===== src/rtl/div_restaurador_8bits_pkg.sv =====
// Shared encodings and constants for the 8-bit restoring divider.
// Kept separate so the FSM and any future display logic agree on them.
package div_restaurador_8bits_pkg;

  typedef enum logic [1:0] {
    ST_IDLE = 2'd0,
    ST_CALC = 2'd1,
    ST_DONE = 2'd2
  } state_t;

  localparam logic [2:0] ITER_LAST     = 3'd7;
  localparam logic [7:0] DIV0_QUOTIENT = 8'hFF;

endpackage


===== src/rtl/SubComp8bits.sv =====
// Combinational 8-bit ripple-borrow subtractor: S = A - B - Bin.
// Bout is the borrow out of the MSB, i.e. set when A < B + Bin.
module SubComp8bits (
  input  logic [7:0] A,
  input  logic [7:0] B,
  input  logic       Bin,
  output logic [7:0] S,
  output logic       Bout
);

  logic [8:0] borrow;

  assign borrow[0] = Bin;

  generate
    for (genvar gi = 0; gi < 8; gi++) begin : g_stage
      assign S[gi]        = A[gi] ^ B[gi] ^ borrow[gi];
      assign borrow[gi+1] = (~A[gi] & B[gi]) | (~(A[gi] ^ B[gi]) & borrow[gi]);
    end
  endgenerate

  assign Bout = borrow[8];

endmodule


===== src/rtl/div_restaurador_8bits.sv =====
// Sequential 8-bit unsigned restoring divider, one quotient bit per clock.
// Trial subtraction is done by SubComp8bits; FSM and shift registers live here.
module div_restaurador_8bits
  import div_restaurador_8bits_pkg::*;
#(
  parameter int N_BITS = 8
) (
  input  logic              clk,
  input  logic              rst_n,
  input  logic              start,
  input  logic [N_BITS-1:0] dividend,
  input  logic [N_BITS-1:0] divisor,
  output logic [N_BITS-1:0] quotient,
  output logic [N_BITS-1:0] remainder,
  output logic              busy,
  output logic              done,
  output logic              div_zero
);

  state_t state_reg, state_next;

  logic [N_BITS-1:0] q_reg, q_next;
  logic [N_BITS-1:0] r_reg, r_next;
  logic [N_BITS-1:0] d_reg, d_next;
  logic [2:0]        count_reg, count_next;
  logic [N_BITS-1:0] quo_reg, quo_next;
  logic [N_BITS-1:0] rem_reg, rem_next;
  logic              busy_reg, busy_next;
  logic              done_reg, done_next;
  logic              dz_reg, dz_next;

  // R stays below 2^i before shift i, so the shifted value always fits in 8 bits.
  logic [N_BITS-1:0] r_shift;
  logic [N_BITS-1:0] diff;
  logic              borrow_out;

  assign r_shift = {r_reg[N_BITS-2:0], q_reg[N_BITS-1]};

  SubComp8bits u_sub (
    .A    (r_shift),
    .B    (d_reg),
    .Bin  (1'b0),
    .S    (diff),
    .Bout (borrow_out)
  );

  always_ff @(posedge clk) begin
    if (!rst_n) begin
      state_reg <= ST_IDLE;
    end else begin
      state_reg <= state_next;
    end
  end

  always_comb begin
    state_next = state_reg;
    case (state_reg)
      ST_IDLE: begin
        if (start) begin
          state_next = (divisor == '0) ? ST_DONE : ST_CALC;
        end
      end
      ST_CALC: begin
        if (count_reg == ITER_LAST) begin
          state_next = ST_DONE;
        end
      end
      ST_DONE: state_next = ST_IDLE;
      default: state_next = ST_IDLE;
    endcase
  end

  // busy/done are registered from the state, so they trail it by one cycle.
  always_comb begin
    q_next     = q_reg;
    r_next     = r_reg;
    d_next     = d_reg;
    count_next = count_reg;
    quo_next   = quo_reg;
    rem_next   = rem_reg;
    dz_next    = dz_reg;
    busy_next  = (state_reg == ST_CALC);
    done_next  = (state_reg == ST_DONE);

    case (state_reg)
      ST_IDLE: begin
        if (start) begin
          count_next = '0;
          d_next     = divisor;
          if (divisor == '0) begin
            q_next  = DIV0_QUOTIENT;
            r_next  = dividend;
            dz_next = 1'b1;
          end else begin
            q_next  = dividend;
            r_next  = '0;
            dz_next = 1'b0;
          end
        end
      end
      ST_CALC: begin
        if (!borrow_out) begin
          r_next = diff;
          q_next = {q_reg[N_BITS-2:0], 1'b1};
        end else begin
          r_next = r_shift;
          q_next = {q_reg[N_BITS-2:0], 1'b0};
        end
        count_next = count_reg + 3'd1;
      end
      ST_DONE: begin
        quo_next = q_reg;
        rem_next = r_reg;
      end
      default: ;
    endcase
  end

  always_ff @(posedge clk) begin
    if (!rst_n) begin
      q_reg     <= '0;
      r_reg     <= '0;
      d_reg     <= '0;
      count_reg <= '0;
      quo_reg   <= '0;
      rem_reg   <= '0;
      busy_reg  <= 1'b0;
      done_reg  <= 1'b0;
      dz_reg    <= 1'b0;
    end else begin
      q_reg     <= q_next;
      r_reg     <= r_next;
      d_reg     <= d_next;
      count_reg <= count_next;
      quo_reg   <= quo_next;
      rem_reg   <= rem_next;
      busy_reg  <= busy_next;
      done_reg  <= done_next;
      dz_reg    <= dz_next;
    end
  end

  assign quotient  = quo_reg;
  assign remainder = rem_reg;
  assign busy      = busy_reg;
  assign done      = done_reg;
  assign div_zero  = dz_reg;

endmodule


===== config.mk =====
export PLATFORM = sky130hd
export DESIGN_NAME = div_restaurador_8bits
export DESIGN_NICKNAME = d
export VERILOG_FILES = /design/src/rtl/div_restaurador_8bits_pkg.sv /design/src/rtl/SubComp8bits.sv /design/src/rtl/div_restaurador_8bits.sv
export SDC_FILE = /design/constraint.sdc
export NUM_CORES = 1
export LEC_CHECK = 0
export CORE_MARGIN = 8
export CORE_UTILIZATION = 59
export CTS_BUF_LIST = sky130_fd_sc_hd__clkbuf_8
export DETAILED_ROUTE_END_ITERATION = 6
export PLACE_DENSITY_LB_ADDON = 0.12
export SLEW_MARGIN = 5
export SYNTH_ARGS = -nofsm -noshare
export SYNTH_HDL_FRONTEND = slang
export SYNTH_SLANG_ARGS = --single-unit

===== constraint.sdc =====
create_clock -name clk -period 9.16 [get_ports clk]
set_input_delay 1.832 -clock clk [delete_from_list [all_inputs] [get_ports clk]]
set_output_delay 1.832 -clock clk [all_outputs]
set_load 0.02 [all_outputs]

# Word-level counts from Yosys, hierarchy flattened
# Cells that the tools add are included.
# W data, S select, Z words.
# totals
ff_bits,48
latchBits,0
ram_bits,0
romBits,0
inputBits,19
out_inout_bits,19
word_cells,89
mem_count,0
# op_classes
add_sub_neg,1
mul,0
div_mod_pow,0
n_lt_le_gt_ge,0
n_eq_ne,5
shift,0
mux,15
n_bitwise,52
reduce_logical,6
# op_table
op,count
$mux W8,5
$pmux W8 S2,2
$and A1 B1 Y1,15
$not A1 Y1,15
$xor A1 B1 Y1,15
$logic_not A8 Y1,1
$or A1 B1 Y1,7
$mux W2,3
$pmux W3 S2,1
$reduce_and A2 Y1,3
$pmux W2 S2,1
$add A3 B1 Y3 const B,1
$eq A3 B3 Y1 const B,1
$mux W3,1
$eq A2 B1 Y1 const B,1
$eq A2 B2 Y1 const B,1
$logic_not A2 Y1,1
$mux W1,2
$ne A2 B1 Y1 const B,1
$ne A2 B2 Y1 const B,1
$reduce_bool A2 Y1,1

# Depth between registers and ports, before layout
# depth
depth_word,18
depth_mapped,15
ltp_nobuf,13

# Cells and area by module
# From an unflattened synthesis, not the netlist that was laid out.
# hier_totals
hier_cells,262
area_unflattened_um2,2257.2
# by_module_without_submodules
mod,instances,cells_each,area_each_um2,seq_area_each_um2
div_restaurador_8bits,1,236,2029.4,960.9
SubComp8bits,1,26,227.7,0.0

# Least setup slack after synthesis
# Ideal clock, no wire load.
# synth_path
path_kind,reg2reg
startpoint,register q_reg[7]
endpoint,register r_reg[6]
setup_ns,0.126
t_arrival_ns,3.708
required_ns,9.034
path_slack_ns,5.327
stages_incl_launch_ff,16
path_buffers,2
period_less_slack_ns,3.833
path_cell_list,dfxtp_1 inv_1 ha_1 fa_1 fa_1 fa_1 fa_1 fa_1 fa_1 inv_1 fa_1 buf_2 clkbuf_1 nand2_1 o211ai_1 a31oi_1
# synth_between
elab_chain_cells,18
elab_cells_between_ends,19
cone_classes,mux (2); bitwise (17)
# synth_rtl
element,line_no,text
start: declaration,div_restaurador_8bits.sv:22,"logic [N_BITS-1:0] q_reg, q_next;"
start signal: assignment,div_restaurador_8bits.sv:131,q_reg <= q_next;
$not A1 Y1 (*),SubComp8bits.sv:18,assign borrow[gi+1] = (~A[gi] & B[gi]) | (~(A[gi] ^ B[gi]) & borrow[gi]);
$and A1 B1 Y1 (*) (2 in series),SubComp8bits.sv:18,
$or A1 B1 Y1 (*),SubComp8bits.sv:18,
$and A1 B1 Y1 (*),SubComp8bits.sv:18,
$or A1 B1 Y1 (*),SubComp8bits.sv:18,
$and A1 B1 Y1 (*),SubComp8bits.sv:18,
$or A1 B1 Y1 (*),SubComp8bits.sv:18,
$and A1 B1 Y1 (*),SubComp8bits.sv:18,
$or A1 B1 Y1 (*),SubComp8bits.sv:18,
$and A1 B1 Y1 (*),SubComp8bits.sv:18,
$or A1 B1 Y1 (*),SubComp8bits.sv:18,
$and A1 B1 Y1,SubComp8bits.sv:18,
$or A1 B1 Y1,SubComp8bits.sv:18,
$and A1 B1 Y1,SubComp8bits.sv:18,
$or A1 B1 Y1,SubComp8bits.sv:18,
$mux W8 (*),div_restaurador_8bits.sv:102,if (!borrow_out) begin
$pmux W8 S2 (*),div_restaurador_8bits.sv:85,case (state_reg)
end signal: assignment,div_restaurador_8bits.sv:132,r_reg <= r_next;
end: declaration,div_restaurador_8bits.sv:23,"logic [N_BITS-1:0] r_reg, r_next;"
# Every way passes the cells marked *; elsewhere a longest branch is shown, timed or not.
# A chain may end at the register's enable or synchronous reset.

# Final worst setup path
# layout_path
startpoint,register q_reg[7]
endpoint,register r_reg[7]
# layout_between
elab_chain_cells,18
elab_cells_between_ends,19
cone_classes,mux (2); bitwise (17)
# layout_rtl
element,line_no
$not A1 Y1 (*),SubComp8bits.sv:18
$and A1 B1 Y1 (*) (2 in series),SubComp8bits.sv:18
$or A1 B1 Y1 (*),SubComp8bits.sv:18
$and A1 B1 Y1 (*),SubComp8bits.sv:18
$or A1 B1 Y1 (*),SubComp8bits.sv:18
$and A1 B1 Y1 (*),SubComp8bits.sv:18
$or A1 B1 Y1 (*),SubComp8bits.sv:18
$and A1 B1 Y1 (*),SubComp8bits.sv:18
$or A1 B1 Y1 (*),SubComp8bits.sv:18
$and A1 B1 Y1 (*),SubComp8bits.sv:18
$or A1 B1 Y1 (*),SubComp8bits.sv:18
$and A1 B1 Y1 (*),SubComp8bits.sv:18
$or A1 B1 Y1 (*),SubComp8bits.sv:18
$and A1 B1 Y1,SubComp8bits.sv:18
$or A1 B1 Y1,SubComp8bits.sv:18
$mux W8 (*),div_restaurador_8bits.sv:102
$pmux W8 S2 (*),div_restaurador_8bits.sv:85
# Marked as above.

==> flow_summary.toml <==
[setup_path]
crit_chain = "inv_1 -> ha_1 -> fa_1 -> fa_1 -> fa_1 -> fa_1 -> fa_1 -> fa_1 -> inv_1 -> fa_1 -> nand2b_1 -> o211ai_1 -> a31oi_1"
cpMaxStageDelayCell = "fa_1"
critPathArrivalTime_ps = 4240
start_kind = "register"
worstSetupEndpointType = "register"
cp_num_buf_inv = 2
crit_fanout = 17
crit_top_cell = "fa_1"
crit_family = "adder cells"
slowest_delay_ps = 520
required_ps = 9330
crit_type = "register to register"

[place]
dp_cells = 316
dpl.hpwl_mm = 3.49
place_area_mm2 = 0.00260
gp_congestion = 0.836
dp_slack_ps = 5160
portBuffers = 37

[clock_tree]
cts_setup_buffers = 0
htree_levels = 2
cts_buffer_depth = 2
cts-resized-gates = 0
hold_buffers = 0
insertion_delay_ps = 300
cts_buffers = 5
clock_sinks = 48
root_buffer = "clkbuf_8"
clk_pin_slew_ps = 90
cts_tree = "yes"

[logic_synthesis]
synthDistinctLibCells = 35
syn_nets = 280
synth-seq-cells = 48
syn_avg_cell_area_um2 = 9.11
syn_inst = 251
yosysSeqAreaShare = 0.420
synthesis.area_mm2 = 0.00229
yosys_warnings = 0

[layout]
post-route-util = 0.734
fin_area_mm2 = 0.00271
ff_latch_area_um2 = 961
antenna_cells = 0
final_cell_mix = "56 x nand2_1, 48 x dfxtp_1, 37 x clkdlybuf4s50_1"
multi_input_area_mm2 = 0.00116
final_common_cell = "nand2_1"
fill_cells = 293
syn_to_final_growth_pct = 18.4
final_layout_size_suffix_gt1_frac = 0.0543
fin_cells = 324
layout.nets = 304

[timing]
final_hold_viol_count = 0
setup_viol = 0
slew_violations = 0
clock.fmax_mhz = 245
rsz0062_at_grt = "false"
post-route-min-period_ps = 4080
slew_headroom = 0.222
layout_worst_path_cycle_share = 0.445
tightestPinTransition_ps = 1160
setup_tns_ps = 0
holdWs_ps = 454
setup_slack_ps = 5080
fin_skew_ps = 3.50

[status]
outcome = "complete, no violations"

[power]
p_total_mw = 0.455
leakagePower_nw = 0.952
p_per_area_mw_per_mm2 = 168
irDropWorstVdd_mv = 0.104

[routing]
top_layer = "met4"
drt-met1-wl_mm = 2.23
drc = 0
dr_wl_met2_mm = 2.19
antenna_left = 0
drt-total-wl_mm = 4.85
detail_route.wl_per_cell_um = 15.0
via_count = 1859
drt_iter0_drc = 165
wl_met3_um = 338
vias_per_cell = 5.74
dr.pass1.iters = 4

[hold_path]
min_path_type = "register to register"

[global_route]
grt_pass1_wl_mm = 8.27
grt_use_total = 0.162
grt_max_degree = 49
antenna_found_initial = 0
grt_pass1_vias = 1728
grt-ovfl-total = 0

[flow_run]
maxCapViolCount = 0

[die]
rows = 22
fp.dieW_um = 78.3
core_area_mm2 = 0.00369
pin_count = 38
initial_core_util = 0.620
die_y_um = 78.3
die_area_mm2 = 0.00612
## cells in the mapped netlist
master,n,area share
buf_4,3,0.0098
nand3_1,1,0.0022
a31oi_2,1,0.0055
nor2_1,2,0.0033
o211a_1,1,0.0044
nand4_1,7,0.019
nand4b_1,1,0.0038
a21boi_0,6,0.020
o21ba_2,1,0.0044
buf_2,6,0.013
fa_1,7,0.061
o211ai_1,8,0.026
a31oi_1,15,0.041
nor4_4,2,0.019
inv_1,9,0.015
buf_6,4,0.020
ha_1,3,0.016
a21boi_1,11,0.036
and2_1,2,0.0055
o21bai_1,1,0.0033
clkbuf_1,7,0.011
o21a_1,1,0.0033
clkbuf_2,1,0.0022
dfxtp_1,48,0.42
mux2i_1,8,0.035
nand3b_1,1,0.0033
a22oi_1,2,0.0066
nor2b_1,12,0.033
o21ai_0,15,0.033
nand2b_1,4,0.011
a21boi_2,1,0.0049
nand2_1,56,0.092
a21oi_1,2,0.0044
o221ai_1,1,0.0038
nor3b_4,1,0.0082
## tightest hold or removal path: stages, from the launching register on
cell,delay [ps]
dfxtp_1,320
nand2_1,50
a21boi_1,50
## cell families (layout without fill, tap and decap cells)
family,count (synthesis),after routing,share of synthesized area
AOI/OAI and AO/OA,66,66,0.196
adders and majority gates,10,10,0.0777
buffers and inverters,30,55,0.0711
DFF,48,48,0.420
muxes,8,8,0.0350
and+or+nand+nor,89,89,0.200
## final timing paths
kind / to / startpoint / slack [ps] / depth (start not counted)
setup reg to reg: r_reg[7]$_SDFFE_PN0P_ / q_reg[7]$_SDFFE_PN0P_ / 5080 / 13
hold / removal: remainder[3]$_SDFFE_PN0P_ / remainder[3]$_SDFFE_PN0P_ / 450 / 2
setup / recovery: r_reg[7]$_SDFFE_PN0P_ / q_reg[7]$_SDFFE_PN0P_ / 5080 / 13
hold reg to reg: remainder[3]$_SDFFE_PN0P_ / remainder[3]$_SDFFE_PN0P_ / 450 / 2
## power by group
| group | internal (mW) | switching, mW |
|---|---|---|
| Combinational | 0.0328 | 0.0396 |
| Sequential | 0.219 | 0.0109 |
| Clock | 0.0808 | 0.0717 |
## cell type report
cell class	instances	share of cell area
tap	48	0.0222
clock buffer	5	0.0254
multi-input combinational	173	0.430
clock inverter	3	0.0157
inverter	9	0.0125
sequential	48	0.355
timing repair buffer	38	0.140
## per-layer routing
metal / global-route usage / vias up
met3: 0.0513 / 11
met4: 0.0519 / 0
met5: 0 / -
li1: - / 907
met1: 0.210 / 864
met2: 0.252 / 77
(Power assumes the default switching activity.)
